File: config.mk
export PLATFORM = sky130hd
export DESIGN_NAME = ysyx_ifu
export DESIGN_NICKNAME = d
export VERILOG_FILES = /design/src/rtl/ysyx_ifu.sv
export SDC_FILE = /design/constraint.sdc
export NUM_CORES = 1
export LEC_CHECK = 0
export CORE_ASPECT_RATIO = 1.75
export CORE_MARGIN = 2
export CORE_UTILIZATION = 47
export DETAILED_ROUTE_END_ITERATION = 12
export GPL_ROUTABILITY_DRIVEN = 0
export PLACE_DENSITY = 0.85
export SETUP_SLACK_MARGIN = 0.3
export SLEW_MARGIN = 20
export SYNTH_ARGS = -nofsm -noshare
export SYNTH_HDL_FRONTEND = slang
export SYNTH_SLANG_ARGS = --single-unit
File: constraint.sdc
create_clock -name clk -period 7.9 [get_ports clk]
set_clock_uncertainty 0.05 [all_clocks]
set_input_delay 2.37 -clock clk [delete_from_list [all_inputs] [get_ports clk]]
set_output_delay 2.37 -clock clk [all_outputs]
set_load 0.05 [all_outputs]
File: src/rtl/ysyx_ifu.sv
// Instruction fetch unit: single-outstanding fetch requester with a one-entry
// hand-off buffer, redirect/drop handling and a speculation-depth throttle.
module ysyx_ifu #(
    parameter int                 BIT_W    = 32,
    parameter logic [BIT_W-1:0]   RESET_PC = 32'h3000_0000,
    parameter int                 SPEC_MAX = 7
) (
    input  logic             clk,
    input  logic             rst,
    output logic [BIT_W-1:0] araddr_o,
    output logic             arvalid_o,
    input  logic             arready,
    input  logic [31:0]      rdata,
    input  logic             rvalid,
    output logic [31:0]      inst_o,
    output logic [BIT_W-1:0] pc_o,
    output logic             speculation_o,
    output logic             valid_o,
    input  logic             next_ready,
    input  logic             redirect_valid,
    input  logic [BIT_W-1:0] redirect_pc,
    input  logic             resolve
);

    localparam int                CNT_W      = $clog2(SPEC_MAX + 1);
    localparam logic [CNT_W-1:0]  SPEC_MAX_C = CNT_W'(SPEC_MAX);

    typedef enum logic [1:0] {
        IDLE   = 2'd0,
        WAIT_R = 2'd1,
        HOLD   = 2'd2
    } state_e;

    state_e           state_q, state_d;
    logic [BIT_W-1:0] pc_q, pc_d;
    logic [CNT_W-1:0] spec_cnt_q, spec_cnt_d;
    logic             drop_q, drop_d;
    logic [31:0]      inst_q, inst_d;
    logic [BIT_W-1:0] pc_out_q, pc_out_d;
    logic             spec_q, spec_d;
    logic             handoff;
    logic             inc, dec;

    function automatic logic is_ctrl_flow(input logic [31:0] inst);
        return (inst[6:0] == 7'b1101111) || (inst[6:0] == 7'b1100111) ||
               (inst[6:0] == 7'b1100011);
    endfunction

    // NOTE: every signal written here gets a default first so no path leaves it
    // unassigned; otherwise synthesis infers a latch.
    always_comb begin
        state_d    = state_q;
        pc_d       = pc_q;
        spec_cnt_d = spec_cnt_q;
        drop_d     = drop_q;
        inst_d     = inst_q;
        pc_out_d   = pc_out_q;
        spec_d     = spec_q;
        arvalid_o  = 1'b0;
        valid_o    = 1'b0;
        handoff    = 1'b0;

        case (state_q)
            IDLE: begin
                arvalid_o = (spec_cnt_q < SPEC_MAX_C);
                if (arvalid_o && arready) begin
                    state_d = WAIT_R;
                    drop_d  = redirect_valid;
                end
            end
            WAIT_R: begin
                if (rvalid) begin
                    if (drop_q || redirect_valid) begin
                        state_d = IDLE;
                        drop_d  = 1'b0;
                    end else begin
                        inst_d   = rdata;
                        pc_out_d = pc_q;
                        spec_d   = (spec_cnt_q != '0);
                        pc_d     = pc_q + BIT_W'(4);
                        state_d  = HOLD;
                    end
                end else if (redirect_valid) begin
                    drop_d = 1'b1;
                end
            end
            HOLD: begin
                valid_o = !redirect_valid;
                if (redirect_valid) begin
                    state_d = IDLE;
                end else if (next_ready) begin
                    handoff = 1'b1;
                    state_d = IDLE;
                end
            end
            default: state_d = IDLE;
        endcase

        // A resolve with nothing outstanding refers to no instruction and is dropped.
        inc = handoff && is_ctrl_flow(inst_q);
        dec = resolve && (spec_cnt_q != '0);
        if (inc && !dec) begin
            spec_cnt_d = spec_cnt_q + CNT_W'(1);
        end else if (dec && !inc) begin
            spec_cnt_d = spec_cnt_q - CNT_W'(1);
        end

        if (redirect_valid) begin
            pc_d       = redirect_pc;
            spec_cnt_d = '0;
        end
    end

    // NOTE: state registers use non-blocking assignments so all flops update
    // together on the edge regardless of statement order.
    always_ff @(posedge clk) begin
        if (rst) begin
            state_q    <= IDLE;
            pc_q       <= RESET_PC;
            spec_cnt_q <= '0;
            drop_q     <= 1'b0;
            inst_q     <= '0;
            pc_out_q   <= '0;
            spec_q     <= 1'b0;
        end else begin
            state_q    <= state_d;
            pc_q       <= pc_d;
            spec_cnt_q <= spec_cnt_d;
            drop_q     <= drop_d;
            inst_q     <= inst_d;
            pc_out_q   <= pc_out_d;
            spec_q     <= spec_d;
        end
    end

    assign araddr_o      = pc_q;
    assign inst_o        = inst_q;
    assign pc_o          = pc_out_q;
    assign speculation_o = spec_q;

endmodule

Word-level counts from Yosys, hierarchy flattened
Cells that the tools add are included.
{"block": "word_totals", "ff_bits": 103, "inputBits": 71, "output_inout_bits": 99, "elab_cells": 67}
{"block": "classes", "n_addsub": 3, "magnitude_cmp": 1, "n_eq_ne": 11, "n_mux": 22, "n_bitwise": 1, "n_reduce_logical": 22}
{"operator": "32-bit 2-to-1 mux", "n": 4}
{"operator": "32-bit by 3-bit adder with 32-bit output (second input constant)", "n": 1}
{"operator": "7-bit equality test (second input constant)", "n": 3}
{"operator": "2-bit 2-to-1 mux", "n": 5}
{"operator": "1-bit 2-to-1 mux", "n": 9}
{"operator": "3-bit != test (second input constant)", "n": 3}
{"operator": "3-bit AND reduction", "n": 3}
{"operator": "2-bit nonzero test", "n": 4}
{"operator": "3-bit 2-to-1 mux", "n": 2}
{"operator": "2-bit != test (second input constant)", "n": 3}
{"operator": "2-bit case mux with 3 select lines", "n": 1}
{"operator": "1-bit logical AND", "n": 5}
{"operator": "4-bit AND reduction", "n": 1}
{"operator": "3-bit by 1-bit adder with 3-bit output (second input constant)", "n": 1}
{"operator": "1-bit logical NOT", "n": 3}
{"operator": "1-bit logical OR", "n": 3}
{"operator": "3-bit less-than comparator (second input constant)", "n": 1}
{"operator": "3-bit nonzero test", "n": 1}
{"operator": "3-bit by 1-bit subtractor with 3-bit output (second input constant)", "n": 1}
{"operator": "2-bit by 1-bit equality test with 1-bit output (second input constant)", "n": 1}
{"operator": "2-bit equality test (second input constant)", "n": 1}
{"operator": "2-bit logical NOT", "n": 1}
{"operator": "1-bit case mux with 2 select lines", "n": 1}
{"operator": "2-bit OR reduction", "n": 1}
{"operator": "1-bit NOT", "n": 1}

Logic depth before layout (Yosys ltp)
Gate-level depths: netlist of the first run.
{"block": "logic_depth", "depth_word": 8, "ltp_mapped": 10, "mapped_depth_nobuf": 10}

Least setup slack after synthesis of the first run
No wires, ideal clock.
{"block": "synth_path", "path_type": "input port to output port", "startpoint": "in redirect_valid", "endpoint": "out valid_o", "arrival_ns": 3.701, "t_required_ns": 5.480, "setup_slack_ns": 1.779, "cell_stages": 2, "cell_sequence": "clkbuf_1 > nor3_1"}
{"block": "synth_via", "elab_chain_len": 2}
{"element": "start: declaration", "line": "20", "text": "input logic redirect_valid,"}
{"element": "1-bit logical NOT", "line": "88", "text": "valid_o = !redirect_valid;"}
{"element": "1-bit 2-to-1 mux", "line": "63", "text": "case (state_q)"}
{"element": "end: declaration", "line": "18", "text": "output logic valid_o,"}
No other way between the ends.

Final worst setup path of the first run
Ends and elaborated chain as after synthesis.

==> out/qor.yml, run 1 <==
hold_viol_final: 0
worstSkewPairLatency_ns: 0.34
critPathMaxFanout: 3
drcViolationCount: 0
critPathBufInv: 2
synth_commonest_cells: "150 x nand2_1, 103 x dfxtp_1, 79 x a21oi_1, 33 x nor2_1, 26 x clkbuf_1"
setup-violations-final: 0
initialDrtViolationCount: 228
fin_total_pwr_w: 0.00120
std_cell_rows: 46
r2r_end: "spec_cnt_q[2]"
tritoncts.num_buffers: 9
die-area_um2: 10000
postCtsSetupRepairBufs: 0
fmax_mhz: 152
slew_headroom_pct: 31.7
final_core_util_pct: 70.4
grt_pass1_vias: 3947
crit_end: "valid_o"
clock-sinks: 103
critical_path.startpoint: "redirect_valid"
period_minus_slack_ns: 6.57
cp-start-kind: "input port"
syn-cell-area_um2: 4340
syn-num-nets: 602
route.vias.total: 4150
critPathArrivalTime_ns: 4.15
ant_nets: 0
leakage_nw: 2.22
r2r-start: "state_q[1]"
fin_worst_hold_slack_ns: 0.401
rsz0062_at_grt: "false"
die_h_um: 131
clk_pin_slew_ns: 0.06
synth_area_leaders: "dfxtp_1 48%, nand2_1 13%, a21oi_1 9.1%"
critPathRequiredTime_ns: 5.48
critPathTopFamily: "buffers and inverters"
critPathCaptureType: "output port"
cts_buffer_depth: 2
h-tree-depth: 3
grt_use_total_pct: 23.8
synth_edf_count: 0
final_nets: 749
ys_ff_latch: 103
async_reset_ff_share_pct: 0
syn_avg_cell_area_um2: 8.21
cpPeakStageDelay_ns: 0.90
worstPathCellList: "clkdlybuf4s50_1 > nor3_1 > clkdlybuf4s50_1"
rr_worst_depth: 10
cpMostUsedCell: "clkdlybuf4s50_1"
ys_warn_count: 0
ir_drop_mv: 0.139
tightest_slew_ns: 1.02
floorplan.initialDensity_pct: 48.0
postCtsResizedCells: 0
synthCells: 528
antenna_found_initial: 0
die_w_um: 76.6
grt_overflow: 0
slew_viol_final: 0
io_buffers: 169
cts_root_buffer: "clkbuf_16"
core-area_um2: 9040
crit_type: "in2out"
hold_path.class: "reg2reg"
postCtsHoldBufs: 0
n_antenna_cell: 0
ys.flop_type: "dfxtp_1"
grt_pass1_wl_um: 19100
fin_setup_tns_ns: 0
cap_viol_max_count: 0
wirelength_um: 12100
hpwlAfterDp_um: 8470
worstSetupPathDepth: 3
viasPerCell: 5.19
r2r_setup_slack_ns: 5.33
num_io_pins: 170
area_delta_synth_final_pct: 46.6
cts_tree: "done"
yosysMostFrequentCell: "nand2_1"
grt_max_degree: 101
yosysTopAreaCell: "dfxtp_1"
drtPass1Iterations: 5
finalCritPeriodShare_pct: 83.1
drive_gt1_share_pct: 4.85
wl_per_cell_um: 15.1
cp_slowest_cell: "clkdlybuf4s50_1"
status: "finished clean"
synth_top_area_share_pct: 47.5
synth.distinct_cells: 45
p_per_area_nw_per_um2: 188
ys_seq_area_share_pct: 47.5
## layer usage
metal / routed length (um) / part of all wire (%) / up-vias / track usage [%]
met3: 537 / 4.5 / 30 / 4.93
met2: 6510 / 54 / 132 / 44.2
met1: 4570 / 38 / 1922 / 25.6
li1: - / - / 2066 / -
met4: 437 / 3.6 / 0 / 12.1
met5: 0 / 0 / - / 0
## per-stage QoR
stage	setup WS, ns	instances	cell area (um^2)
floorplan	1.78	528	4340
global placement	1.30	784	6050
detailed placement	1.30	784	6050
CTS	1.28	800	6360
global route	1.25	800	6360
finish	1.33	800	6360
## power by group
group	switching (W)	internal (W)	total, W
sequential	0.0000219	0.000537	0.000559
clock	0.000191	0.000262	0.000454
combinational	0.000108	0.0000772	0.000186
total	0.000322	0.000876	0.00120
## state kept, by name, summed over array words and instances (netlist names)
signal,cells
drop_q,1
inst_o,32
pc_o,32
spec_cnt_q,3
state_q,2
speculation_o,1
araddr_o,32
## worst register-to-register path, stage by stage, from the launching register on
cell and delay, ns:
dfxtp_1 0.38, inv_1 0.10, nor3_1 0.42, o2111ai_1 0.17
nor2_1 0.15, ha_1 0.19, inv_1 0.06, fa_1 0.37
xor2_1 0.16, or3_1 0.31, a21oi_1 0.14
## area by class of cell
type | instances | area [um^2]
fill | 734 | 2680
multi-input combinational | 382 | 2100
sequential | 103 | 2060
timing repair buffer | 173 | 1720
clock buffer | 11 | 253
tap | 120 | 150
clock inverter | 5 | 56.3
inverter | 6 | 22.5
## cell families after synthesis
kind of cell,count (synthesis),share of synthesized area [%]
AO/OA/AOI/OAI,106,13.7
XOR/XNOR,29,5.86
adder cells (fa/ha/maj),3,1.04
buffers and inverters,43,4.36
flip-flops,103,47.5
multiplexers,7,1.64
AND/OR/NAND/NOR,237,25.8
## worst min-delay path by stage
stage / start / endpoint / cells after the start
after floorplan: state_q[1] / state_q[0] / 1
after global placement: pc_o[17] / pc_o[17] / 2
after detailed placement: pc_o[11] / pc_o[11] / 2
after CTS: pc_o[19] / pc_o[19] / 2
after global routing: pc_o[22] / pc_o[22] / 2
final: pc_o[16] / pc_o[16] / 2
## layout by cell type (no fill, tap or decap), drive strengths merged, types with 6 or more instances in the layout
master	instances
a211oi	19
a21oi	79
clkbuf	11
nand3	11
nand4	13
nand2	150
xnor2	11
dfxtp	103
xor2	18
clkdlybuf4s50	168
mux2i	6
nor2	33
Power figures use the tool's default switching activity.
==> inputs of run 2 (changes only) <==
- CORE_UTILIZATION: 47 -> 44
- PLACE_DENSITY: 0.85 -> 0.81
- clock period: 7.9 -> 6.7 ns (I/O delays scaled with it)
==> run 2 against run 1 <==
Against the previous run:
- first-iteration DRC count increased by 11%
- hold slack improved by 0.0030 ns
- core utilization fell by 5.1 points
- routed wire length grew 1.5%
- register-to-register slack got worse by 1.3 ns
- count of clock-buffer cells in the layout fell by 1
- sequential share of layout area about the same
- critical endpoint unchanged
- largest cell class unchanged
- largest power group unchanged
- highest routed layer unchanged
==> out/qor.yml, run 2 (same netlist as run 1, synthesis figures left out) <==
use_met2_pct: 42.5  # was 44.2%
fillCellCount: 849  # was 734
rr_worst_depth: 10  # unchanged
fin_total_pwr_w: 0.00142  # was 0.00120 W
io_buffers: 169  # unchanged
period_minus_slack_ns: 5.41
tritoncts.num_buffers: 9  # unchanged
layout_commonest_cell: "clkdlybuf4s50_1"  # unchanged
place_area_um2: 6050  # about the same
hold_path.class: "reg2reg"  # unchanged
globalRouteMet1Util_pct: 25.7  # was 25.6%
area_delta_synth_final_pct: 46.5  # was 46.6%
grt_pass1_wl_um: 19800  # was 19,100 um
clk_pin_slew_ns: 0.07  # was 0.06 ns
critPathRequiredTime_ns: 4.64  # was 5.48 ns
floorplan.initialDensity_pct: 44.6  # was 48.0%
multi_input_area_um2: 2100  # unchanged
route.vias.total: 4171  # was 4,150
p_per_area_nw_per_um2: 223  # was 188 nW/um^2
ant_nets: 0  # unchanged
final_area_um2: 6350  # was 6360 um^2
grt_pass1_vias: 4116  # was 3,947
drcViolationCount: 0  # unchanged
wl_per_cell_um: 15.2  # was 15.1 um
grt_use_total_pct: 23.3  # was 23.8%
critPathMaxFanout: 20  # was 3
drive_gt1_share_pct: 4.57  # was 4.85%
setup-violations-final: 0  # unchanged
tightest_slew_ns: 1.02  # about the same
hp-start: "pc_o[13]"  # was pc_o[16]
use_met3_pct: 4.60  # was 4.93%
cp-start-kind: "input port"  # unchanged
h-tree-depth: 3  # unchanged
wirelength_um: 12200  # was 12,100 um
r2r-start: "state_q[1]"  # unchanged
cts_root_buffer: "clkbuf_16"  # unchanged
worstSkewPairLatency_ns: 0.34  # about the same
r2r_end: "spec_cnt_q[2]"  # unchanged
die_h_um: 135  # was 131 um
busiest_layer: "met2"  # unchanged
hpwlAfterDp_um: 8790  # was 8470 um
critPathArrivalTime_ns: 3.35  # was 4.15 ns
cpPeakStageDelay_ns: 0.41  # was 0.90 ns
critPathCaptureType: "output port"  # unchanged
grt_overflow: 0  # unchanged
leakage_nw: 2.21  # was 2.22 nW
status: "finished clean"  # unchanged
final_cell_mix: "167 x clkdlybuf4s50_1, 149 x nand2_1, 103 x dfxtp_1"  # was 168 x clkdlybuf4s50_1, 149 x nand2_1, 103 x dfxtp_1
ir_drop_mv: 0.233  # was 0.139 mV
critical_path.startpoint: "redirect_valid"  # unchanged
die-area_um2: 10700  # was 10,000 um^2
postCtsResizedCells: 0  # unchanged
antenna_found_initial: 0  # unchanged
min_delay_path_depth: 2  # unchanged
r2r_setup_slack_ns: 4.07  # was 5.33 ns
clock-sinks: 103  # unchanged
hold_viol_final: 0  # unchanged
holdPathEnd: "pc_o[13]"  # was pc_o[16]
fin_cells: 803  # was 800
cpMostUsedCell: "buf_4"  # was clkdlybuf4s50_1
cts_buffer_depth: 2  # unchanged
core-area_um2: 9730  # was 9040 um^2
grt_max_degree: 101  # unchanged
n_antenna_cell: 0  # unchanged
postCtsSetupRepairBufs: 0  # unchanged
finalCritPeriodShare_pct: 80.8
initialDrtViolationCount: 253  # was 228
dp_cells: 789  # was 784
die_w_um: 79.0  # was 76.6 um
final_nets: 749  # unchanged
num_io_pins: 170  # unchanged
fin_worst_hold_slack_ns: 0.404  # was 0.401 ns
std_cell_rows: 48  # was 46
slew_headroom_pct: 31.9  # was 31.7%
fmax_mhz: 185
fin_setup_tns_ns: 0  # unchanged
cap_viol_max_count: 0  # unchanged
postCtsHoldBufs: 0  # unchanged
drtPass1Iterations: 4  # was 5
cp_slowest_cell: "clkdlybuf4s50_1"  # unchanged
slew_viol_final: 0  # unchanged
regArea_um2: 2060  # unchanged
viasPerCell: 5.19  # about the same
worstPathCellList: "clkdlybuf4s50_1 > buf_4 > nor3_1 > buf_4"  # was clkdlybuf4s50_1 > nor3_1 > clkdlybuf4s50_1
cts_tree: "done"  # unchanged
crit_type: "in2out"  # unchanged
rsz0062_at_grt: "false"  # unchanged
## run 2: final cells by class
class,instances,area share (%)
clock buffers,10,3.60
clock inverters,4,1.14
inverters,6,0.354
multi-input cells,382,33.0
flip-flops and latches,103,32.4
well taps,125,2.46
repair buffers,173,27.0
## run 2: stage by stage
step / worst slack (ns) / util (%)
2_1_floorplan: 1.30 / -
4_1_cts: 1.26 / 65.3
5_1_grt: 1.19 / 65.3
6_report: 1.29 / 65.3
3_3_place_gp: 1.26 / 62.2
3_5_place_dp: 1.27 / 62.2
## run 2: worst max path at each step
stage,end,slack [ns],cells past startpoint
after floorplan,valid_o,1.30,2
after global placement,valid_o,1.26,4
after detailed placement,valid_o,1.27,4
after CTS,valid_o,1.26,4
after global routing,valid_o,1.19,4
final,valid_o,1.29,4
## run 2: layer usage
layer / vias to the layer above / part of all wire (%)
li1: 2066 / -
met1: 1949 / 37
met2: 124 / 54
met3: 32 / 4.7
met4: 0 / 3.8
met5: - / 0
## run 2: critical path: cells and delay by family
| family | cells | cell delay [ns] |
|---|---|---|
| buffers and inverters | 3 | 0.92 |
| and+or+nand+nor | 1 | 0.41 |
## run 2: power by group
group          switching [W]  internal [W]
Combinational       0.000128     0.0000911
Sequential         0.0000258      0.000633
Clock               0.000219      0.000323
==> inputs of run 3 (changes only) <==
- CORE_UTILIZATION: 44 -> 39
- PLACE_DENSITY: 0.81 -> 0.76
- clock period: 6.7 -> 4.91 ns (I/O delays scaled with it)
==> run 3 against run 2 <==
Against the previous run:
- sequential share of layout area is 0.083 points lower
- non-clock buffer count stayed put
- flip-flop and latch count stayed put
- power is 32% higher
- combinational power is 37% higher
- first-iteration DRC count is 39% lower
- clock power is 25% higher
- largest power group unchanged
==> out/qor.yml, run 3 (same netlist as run 1, synthesis figures left out) <==
critPathMaxFanout: 3  # was 20
grt_use_total_pct: 20.0  # was 23.3%
grt_pass1_wl_um: 19700  # was 19,800 um
p_per_area_nw_per_um2: 294  # was 223 nW/um^2
n_antenna_cell: 0  # unchanged
rr_worst_depth: 10  # unchanged
hold_path.class: "reg2reg"  # unchanged
tightest_slew_ns: 1.02  # about the same
leakage_nw: 2.20  # was 2.21 nW
final_cell_mix: "167 x clkdlybuf4s50_1, 149 x nand2_1, 103 x dfxtp_1"  # unchanged
status: "finished clean"  # unchanged
cts_buffer_depth: 2  # unchanged
grt_max_degree: 101  # unchanged
antenna_found_initial: 0  # unchanged
period_minus_slack_ns: 4.28
critPathCaptureType: "output port"  # unchanged
place_area_um2: 6090  # was 6050 um^2
finalCritPeriodShare_pct: 87.2
cpPeakStageDelay_ns: 0.59  # was 0.41 ns
cap_viol_max_count: 0  # unchanged
core-area_um2: 11000  # was 9730 um^2
fin_total_pwr_w: 0.00187  # was 0.00142 W
postCtsResizedCells: 0  # unchanged
h-tree-depth: 3  # unchanged
fillCellCount: 964  # was 849
clk_pin_slew_ns: 0.07  # about the same
tritoncts.num_buffers: 9  # unchanged
cts_root_buffer: "clkbuf_16"  # unchanged
num_io_pins: 170  # unchanged
fin_setup_tns_ns: 0  # unchanged
viasPerCell: 5.14  # was 5.19
hpwlAfterDp_um: 8850  # was 8790 um
initialDrtViolationCount: 154  # was 253
min_delay_path_depth: 2  # unchanged
drive_gt1_share_pct: 5.00  # was 4.57%
slew_headroom_pct: 32.1  # was 31.9%
r2r_end: "spec_cnt_q[2]"  # unchanged
floorplan.initialDensity_pct: 39.5  # was 44.6%
fmax_mhz: 233
wl_per_cell_um: 15.0  # was 15.2 um
clock-sinks: 103  # unchanged
fin_cells: 812  # was 803
cp-start-kind: "input port"  # unchanged
drtPass1Iterations: 6  # was 4
drcViolationCount: 0  # unchanged
critPathArrivalTime_ns: 2.76  # was 3.35 ns
crit_type: "in2out"  # unchanged
std_cell_rows: 51  # was 48
critPathRequiredTime_ns: 3.39  # was 4.64 ns
holdPathEnd: "pc_o[16]"  # was pc_o[13]
critPathTopFamily: "buffers and inverters"  # unchanged
r2r_setup_slack_ns: 2.01  # was 4.07 ns
route.vias.total: 4171  # unchanged
worstPathCellList: "clkdlybuf4s50_1 > nor3_1 > buf_12"  # was clkdlybuf4s50_1 > buf_4 > nor3_1 > buf_4
cts_tree: "done"  # unchanged
setup-violations-final: 0  # unchanged
area_delta_synth_final_pct: 46.9  # was 46.5%
wirelength_um: 12200  # about the same
worstSkewPairLatency_ns: 0.34  # about the same
cp_slowest_cell: "nor3_1"  # was clkdlybuf4s50_1
dp_cells: 796  # was 789
final_area_um2: 6370  # was 6350 um^2
layout_commonest_cell: "clkdlybuf4s50_1"  # unchanged
critPathBufInv: 2  # was 3
rsz0062_at_grt: "false"  # unchanged
final_nets: 749  # unchanged
postCtsHoldBufs: 0  # unchanged
io_buffers: 169  # unchanged
r2r-start: "state_q[1]"  # unchanged
die_h_um: 143  # was 135 um
die_w_um: 83.7  # was 79.0 um
postCtsSetupRepairBufs: 0  # unchanged
grt_overflow: 0  # unchanged
grt_pass1_vias: 4056  # was 4,116
ant_nets: 0  # unchanged
slew_viol_final: 0  # unchanged
hp-start: "pc_o[16]"  # was pc_o[13]
hold_viol_final: 0  # unchanged
die-area_um2: 12000  # was 10,700 um^2
ir_drop_mv: 0.182  # was 0.233 mV
==> run 3: changes by cell type in the layout (fill, tap and decap cells not counted), sizes merged <==
cell,change
clkinv,+1
bufinv,-2
clkinvlp,+2
inv,+1
==> run 3: worst register-to-register path: cells and delay by family (launching register included) <==
kind            cells  cell delay, ns
simple gates        3            1.09
fa+ha+maj           2            0.58
flops               1            0.40
compound gates      2            0.37
buf+inv             2            0.18
xor+xnor            1            0.16
==> run 3: per-layer routing <==
layer  routed length [um]  GRT usage [%]
met1                 4410           21.0
met2                 6630           37.5
met3                  646           4.42
met4                  488           9.59
met5                    0              0
==> run 3: cell type report <==
class                   count  area [um^2]  share of cell area, %
multi-input cells         382         2100                   32.9
flip-flops and latches    103         2060                   32.4
repair buffers            173         1740                   27.3
clock buffers              10          239                   3.75
well taps                 132          165                   2.59
clock inverters             6         45.0                  0.707
inverters                   6         22.5                  0.353
==> run 3: metrics by stage <==
| step | util, % | setup slack (ns) | hold WS [ns] |
|---|---|---|---|
| after floorplan | - | 0.444 | 0.399 |
| after global placement | 55.5 | 0.664 | 0.391 |
| after detailed placement | 55.5 | 0.670 | 0.396 |
| after CTS | 58.0 | 0.582 | 0.405 |
| after global routing | 58.0 | 0.583 | 0.425 |
| final | 58.0 | 0.626 | 0.402 |
==> run 3: worst max path at each step <==
stage / cells past startpoint / startpoint / to / slack (ns)
6_report: 3 / redirect_valid / valid_o / 0.63
5_1_grt: 3 / redirect_valid / valid_o / 0.58
4_1_cts: 3 / redirect_valid / valid_o / 0.58
3_5_place_dp: 10 / redirect_valid / spec_cnt_q[2] / 0.67
3_3_place_gp: 3 / redirect_valid / valid_o / 0.66
2_1_floorplan: 10 / redirect_valid / spec_cnt_q[2] / 0.44
==> run 3: power breakdown <==
part | internal, W | switching (W)
sequential | 0.000864 | 0.0000358
combinational | 0.000125 | 0.000174
clock | 0.000359 | 0.000316
total | 0.00135 | 0.000526
